<file path="src/rtl/starfield_ctrl.sv">
// Starfield scroll controller: reloads the star LFSR every frame, then skips `offset` steps so the field scrolls.
// Define STARFIELD_PAUSE_EN to add a pause input that freezes the scroll offset.
module starfield_ctrl #(
  parameter int CORDW   = 16,
  parameter int LFSRW   = 17,
  parameter int FIELD_W = 512,
  parameter int FIELD_H = 256,
  parameter int SPDW    = 8
) (
  input  logic                    clk,
  input  logic                    rst,
  input  logic                    frame_start,
  input  logic signed [CORDW-1:0] dx,
  input  logic signed [CORDW-1:0] dy,
  input  logic [SPDW-1:0]         speed,
`ifdef STARFIELD_PAUSE_EN
  input  logic                    pause,
`endif
  output logic                    lfsr_reload,
  output logic                    lfsr_en,
  output logic                    paint,
  output logic                    busy,
  output logic                    overrun
);

  localparam int OFFW = $clog2(FIELD_W);
  localparam logic signed [CORDW-1:0] FIELD_W_S = CORDW'(FIELD_W);
  localparam logic signed [CORDW-1:0] FIELD_H_S = CORDW'(FIELD_H);

  if (FIELD_W != (1 << OFFW) || LFSRW < 2) begin : g_bad_params
    $error("starfield_ctrl: FIELD_W must be a power of two and LFSRW at least 2");
  end

  typedef enum logic [1:0] {IDLE, LOAD, SKIP, ARMED} state_t;

  state_t          state, state_d;
  logic [OFFW-1:0] offset, offset_d;
  logic [OFFW-1:0] skip_cnt, skip_cnt_d;
  logic            overrun_d;
  logic            lfsr_reload_d, lfsr_en_d, paint_d, busy_d;
  logic            field;
  logic            hold;

  // Signed test so that negative coordinates (blanking, borders) fall outside the field.
  function automatic logic in_field(input logic signed [CORDW-1:0] x,
                                    input logic signed [CORDW-1:0] y);
    return !x[CORDW-1] && !y[CORDW-1] && (x < FIELD_W_S) && (y < FIELD_H_S);
  endfunction

  function automatic logic [OFFW-1:0] wrap_add(input logic [OFFW-1:0] a,
                                               input logic [SPDW-1:0] b);
    logic [OFFW+SPDW-1:0] s;
    s = {{SPDW{1'b0}}, a} + {{OFFW{1'b0}}, b};
    return s[OFFW-1:0];
  endfunction

  assign field = in_field(dx, dy);

`ifdef STARFIELD_PAUSE_EN
  assign hold = pause;
`else
  assign hold = 1'b0;
`endif

  always_comb begin
    state_d    = state;
    offset_d   = offset;
    skip_cnt_d = skip_cnt;
    overrun_d  = overrun;
    case (state)
      IDLE: begin
        if (frame_start) state_d = LOAD;
      end
      LOAD: begin
        if (frame_start) begin
          overrun_d = 1'b1;
        end else begin
          skip_cnt_d = offset;
          state_d    = (offset != '0) ? SKIP : ARMED;
        end
      end
      SKIP: begin
        skip_cnt_d = skip_cnt - OFFW'(1);
        if (frame_start) begin
          state_d   = LOAD;
          overrun_d = 1'b1;
        end else if (skip_cnt == OFFW'(1)) begin
          state_d = ARMED;
        end else if (field) begin
          // Visible area reached before the skip finished: paint now, scroll is off this frame.
          state_d   = ARMED;
          overrun_d = 1'b1;
        end
      end
      ARMED: begin
        if (frame_start) begin
          state_d = LOAD;
          if (!hold) offset_d = wrap_add(offset, speed);
        end
      end
      default: state_d = IDLE;
    endcase

    // Outputs are decoded from the next state so they are registered yet aligned with it.
    lfsr_reload_d = (state_d == LOAD);
    busy_d        = (state_d == LOAD) || (state_d == SKIP);
    paint_d       = (state_d == ARMED) && field;
    lfsr_en_d     = (state_d == SKIP) || paint_d;
  end

  always_ff @(posedge clk) begin
    if (rst) begin
      state       <= IDLE;
      offset      <= '0;
      skip_cnt    <= '0;
      overrun     <= 1'b0;
      lfsr_reload <= 1'b0;
      lfsr_en     <= 1'b0;
      paint       <= 1'b0;
      busy        <= 1'b0;
    end else begin
      state       <= state_d;
      offset      <= offset_d;
      skip_cnt    <= skip_cnt_d;
      overrun     <= overrun_d;
      lfsr_reload <= lfsr_reload_d;
      lfsr_en     <= lfsr_en_d;
      paint       <= paint_d;
      busy        <= busy_d;
    end
  end

endmodule

</file>
<file path="config.mk">
export PLATFORM = sky130hd
export DESIGN_NAME = starfield_ctrl
export DESIGN_NICKNAME = d
export VERILOG_FILES = /design/src/rtl/starfield_ctrl.sv
export SDC_FILE = /design/constraint.sdc
export NUM_CORES = 1
export LEC_CHECK = 0
export CAP_MARGIN = 30
export CORE_UTILIZATION = 50
export CTS_BUF_LIST = sky130_fd_sc_hd__clkbuf_16
export CTS_CLUSTER_DIAMETER = 40
export DETAILED_ROUTE_END_ITERATION = 7
export DONT_BUFFER_PORTS = 1
export PLACE_DENSITY_LB_ADDON = 0.15
export SLEW_MARGIN = 20
export SYNTH_ARGS = -nofsm -noshare
export SYNTH_HDL_FRONTEND = slang
export SYNTH_SLANG_ARGS = --single-unit
</file>
<file path="constraint.sdc">
create_clock -name clk -period 1.8 [get_ports clk]
set_input_delay 0.18 -clock clk [delete_from_list [all_inputs] [get_ports clk]]
set_output_delay 0.18 -clock clk [all_outputs]
set_load 0.02 [all_outputs]
</file>
==> run metrics <==
outcome=finished, violations left; failing checks=hold timing; startpoint type of the worst setup path=register; main area contributors after synthesis=sky130_fd_sc_hd__dfxtp_1 28%, sky130_fd_sc_hd__ha_1 11%, sky130_fd_sc_hd__nor2_1 5.1%; Iteration-0 DRC Markers=113; buffer depth of the longest clock path=2; proportion of power drawn by flip-flops and latches=0.377; final routed wire length divided by cell count=around 16 um; number of maximum-capacitance constraint violations=0; number of global-route vias before repair=about 1,700; Hold Path Origin=rst; final net count=between 300 and 400; most used flip-flop cell after synthesis=sky130_fd_sc_hd__dfxtp_1; Critical Path End Type=register; antenna violation net count after detailed routing=0; fraction of post-synthesis cell area in the top cell type by area=0.284; ordered cell list for the critical path=inv_2, ha_2, and4b_1, or3_4, a22o_1, ha_2, nor2b_1; WP data required=2000 ps; power share of the combinational group=0.340; number of cells on the worst reg-to-reg path=7; total CTS buffers=3; end point of the worst hold path=skip_cnt[7]; switching power as a share of total power=0.316; via count of the routed design=approximately 1,800; delay of the slowest critical-path stage=350 ps; kind of cell adding the most delay to the critical path=simple AND/OR/NAND/NOR gates; area added between synthesis and finish=25.5%; via count normalized by instance count=6.14; count of state elements after synthesis=25; Pins Over Slew Limit=0; Routability Congestion=0.846; Sum Neg Setup Slack=0 ps; count of final hold-check violations=14; Clk Tree Root Cell=sky130_fd_sc_hd__clkbuf_16; share of flip-flops with an asynchronous set or reset=0; crit path DAT=2000 ps; Slew Limit Headroom=0.691; unrepaired setup endpoints after global routing=yes; total routed wirelength=about 4.6 mm; number of rows in the core area=21; die height=roughly 60 um; Mapped Area=~1800 um^2; post-route fraction of the period consumed by the critical path=1.00; Clock Skew=approximately 4.4 ps; worst voltage drop across the vdd grid=0.397 mV; post-synthesis cell type with the largest combined area=sky130_fd_sc_hd__dfxtp_1; initial antenna violation count=0; full die area=roughly 3800 um^2; Ys Warns=0; clock input transition at the sequential cells of the worst setup and hold paths=roughly 70 ps; shortest clock period the worst path allows after layout=about 1800 ps; switching power=0.000567 W; most frequent cell on the critical path=sky130_fd_sc_hd__ha_2; layout cell share with drive strength beyond 1=0.290; reg-to-reg slack, setup=roughly 0.21 ps; reg-to-reg startpoint=skip_cnt[1]; worst path bufs/invs=1; initial cell density of the core=0.525; Hold WS=-20.1 ps; worst hold-check path type=input pin to register; largest net degree at the start of global routing=26; TritonCTS clock tree=built; GRT Util Overall=0.254; remaining global-route overflow=0; hold path cells=1; first-pass GRT wire length=between 7 and 8 mm; dpl cell area=a little over 2000 um^2; number of setup violations in the final report=0; floorplan core area=about 3400 um^2; largest fanout on the critical path=3; average size of a mapped cell=8.06 um^2; Initial DRT Pass Iterations=4; total inserted antenna cells=0; final routed DRC violation total=0; Clock Sink Count=25; cell count after synthesis=roughly 220; placed cell count=between 200 and 300; final std cell area, no fill=roughly 2200 um^2; die width=~61 um; EDFF count, synth=0; worst reg2reg endpoint=busy; PD cells=slightly above 800 nW/um^2; Tightest Pin Transition=between 400 and 500 ps; latest clock arrival within the worst-skew pair=roughly 260 ps; leakage power of the design=roughly 0.9 nW; sequential-to-total area share from yosys stat=0.284; total internal power=0.00123 W; input/output buffers=0; maximum operating frequency=between 500 and 600 MHz; power share of the clock group=0.284; number of distinct library cell variants in the gate-level netlist after synthesis=between 50 and 60; Non-Filler Instances=between 200 and 300; H-tree depth=1; number of nets produced by synthesis=roughly 280; worst setup path category=register to register; CP max-delay cell=sky130_fd_sc_hd__dfxtp_2; placed wire-length estimate after detailed placement=3.29 mm; number of top-level pins=48
[registers in the layout, summed over array words and instances, names as in the netlist]
signal,count
offset,9
overrun,1
paint,1
state,2
busy,1
lfsr_en,1
skip_cnt,9
lfsr_reload,1
[synth_stat cells, types with 3 or more instances]
cell type / n
sky130_fd_sc_hd__o21ai_0: 9
sky130_fd_sc_hd__nor2b_1: 7
sky130_fd_sc_hd__inv_1: 11
sky130_fd_sc_hd__o211ai_1: 3
sky130_fd_sc_hd__nand3_1: 5
sky130_fd_sc_hd__nor2_1: 24
sky130_fd_sc_hd__nor3_1: 7
sky130_fd_sc_hd__a211o_1: 4
sky130_fd_sc_hd__nand2_1: 13
sky130_fd_sc_hd__ha_1: 16
sky130_fd_sc_hd__or3_1: 3
sky130_fd_sc_hd__nor4_1: 6
sky130_fd_sc_hd__clkbuf_1: 10
sky130_fd_sc_hd__a31oi_1: 4
sky130_fd_sc_hd__nor4b_1: 4
sky130_fd_sc_hd__a211oi_1: 5
sky130_fd_sc_hd__o21a_1: 3
sky130_fd_sc_hd__a21oi_1: 15
sky130_fd_sc_hd__a21o_1: 3
sky130_fd_sc_hd__dfxtp_1: 25
[cells by family after synthesis]
family / after synthesis / share of synthesized area
AND/OR/NAND/NOR: 86 / 0.267
buffers and inverters: 22 / 0.0468
adder cells (fa/ha/maj): 17 / 0.125
AO/OA/AOI/OAI: 69 / 0.277
flip-flops: 25 / 0.284
[timing repair]
item	in CTS	in global routing
hold endpoints to repair	15	15
setup buffers	3	1
gates resized for setup	9	17
endpoints found under the setup margin	9	11
pin swaps	6	11
[worst register-to-register path, stage by stage (launching register included)]
cell and delay [ps]:
sky130_fd_sc_hd__dfxtp_2 350, sky130_fd_sc_hd__inv_2 40, sky130_fd_sc_hd__ha_2 150, sky130_fd_sc_hd__and4b_1 190
sky130_fd_sc_hd__or3_4 340, sky130_fd_sc_hd__a22o_1 240, sky130_fd_sc_hd__ha_2 310, sky130_fd_sc_hd__nor2b_1 110
[final cells by class]
class                      count  area, um^2
timing repair buffer          33         248
inverter                      11        41.3
clock buffer                   3        75.1
multi-input combinational    172        1270
clock inverter                 1        7.51
fill                         291        1150
sequential                    25         509
tap                           46        57.6
[stage by stage]
| step | power [W] | hold WS (ps) | util | setup slack, ps |
|---|---|---|---|---|
| after floorplan | 0.00104 | 445 | - | -28.5 |
| after global placement | 0.00121 | 246 | 0.598 | -90.3 |
| after detailed placement | 0.00123 | 250 | 0.598 | -108 |
| after CTS | 0.00175 | -26.5 | 0.636 | -30.8 |
| after global routing | 0.00188 | -31.2 | 0.658 | -83.1 |
| final | 0.00179 | -20.1 | 0.658 | 0.207 |
[worst max path at each step]
stage	from	to	slack, ps	cells after the start
after floorplan	skip_cnt[1]	busy	-30	7
after CTS	skip_cnt[1]	busy	-30	7
after detailed placement	skip_cnt[4]	busy	-110	6
after global routing	skip_cnt[1]	busy	-80	7
final	skip_cnt[1]	busy	0.2	7
after global placement	offset[1]	offset[7]	-90	6
[per-layer routing]
| metal | share of wire | track usage | vias up |
|---|---|---|---|
| met5 | 0 | 0 | - |
| met4 | 0.0088 | 0.0921 | 0 |
| met3 | 0.048 | 0.0252 | 4 |
| met2 | 0.50 | 0.461 | 62 |
| met1 | 0.44 | 0.311 | 843 |
| li1 | - | - | 879 |
[power by group through the flow]
| stage | sequential [W] | clock (W) | combinational (W) |
|---|---|---|---|
| after CTS | 0.000673 | 0.000516 | 0.000561 |
| after global routing | 0.000680 | 0.000540 | 0.000662 |
| after global placement | 0.000679 | 0 | 0.000531 |
| after detailed placement | 0.000682 | 0 | 0.000550 |
| final | 0.000676 | 0.000509 | 0.000609 |
| after floorplan | 0.000688 | 0 | 0.000352 |
[cell usage in the layout, fill, tap and decap left out, types with 5 or more instances in the layout]
| master | synthesis | routed |
|---|---|---|
| sky130_fd_sc_hd__buf_4 | 0 | 33 |
| sky130_fd_sc_hd__nor3_1 | 7 | 7 |
| sky130_fd_sc_hd__dfxtp_1 | 25 | 18 |
| sky130_fd_sc_hd__inv_1 | 11 | 9 |
| sky130_fd_sc_hd__ha_1 | 16 | 11 |
| sky130_fd_sc_hd__o21ai_0 | 9 | 7 |
| sky130_fd_sc_hd__nor2b_1 | 7 | 6 |
| sky130_fd_sc_hd__a21oi_1 | 15 | 14 |
| sky130_fd_sc_hd__nand2_1 | 13 | 13 |
| sky130_fd_sc_hd__nand3_1 | 5 | 5 |
| sky130_fd_sc_hd__dfxtp_2 | 0 | 7 |
| sky130_fd_sc_hd__nor4_1 | 6 | 5 |
| sky130_fd_sc_hd__nor2_1 | 24 | 22 |
Power figures use the tool's default switching activity.
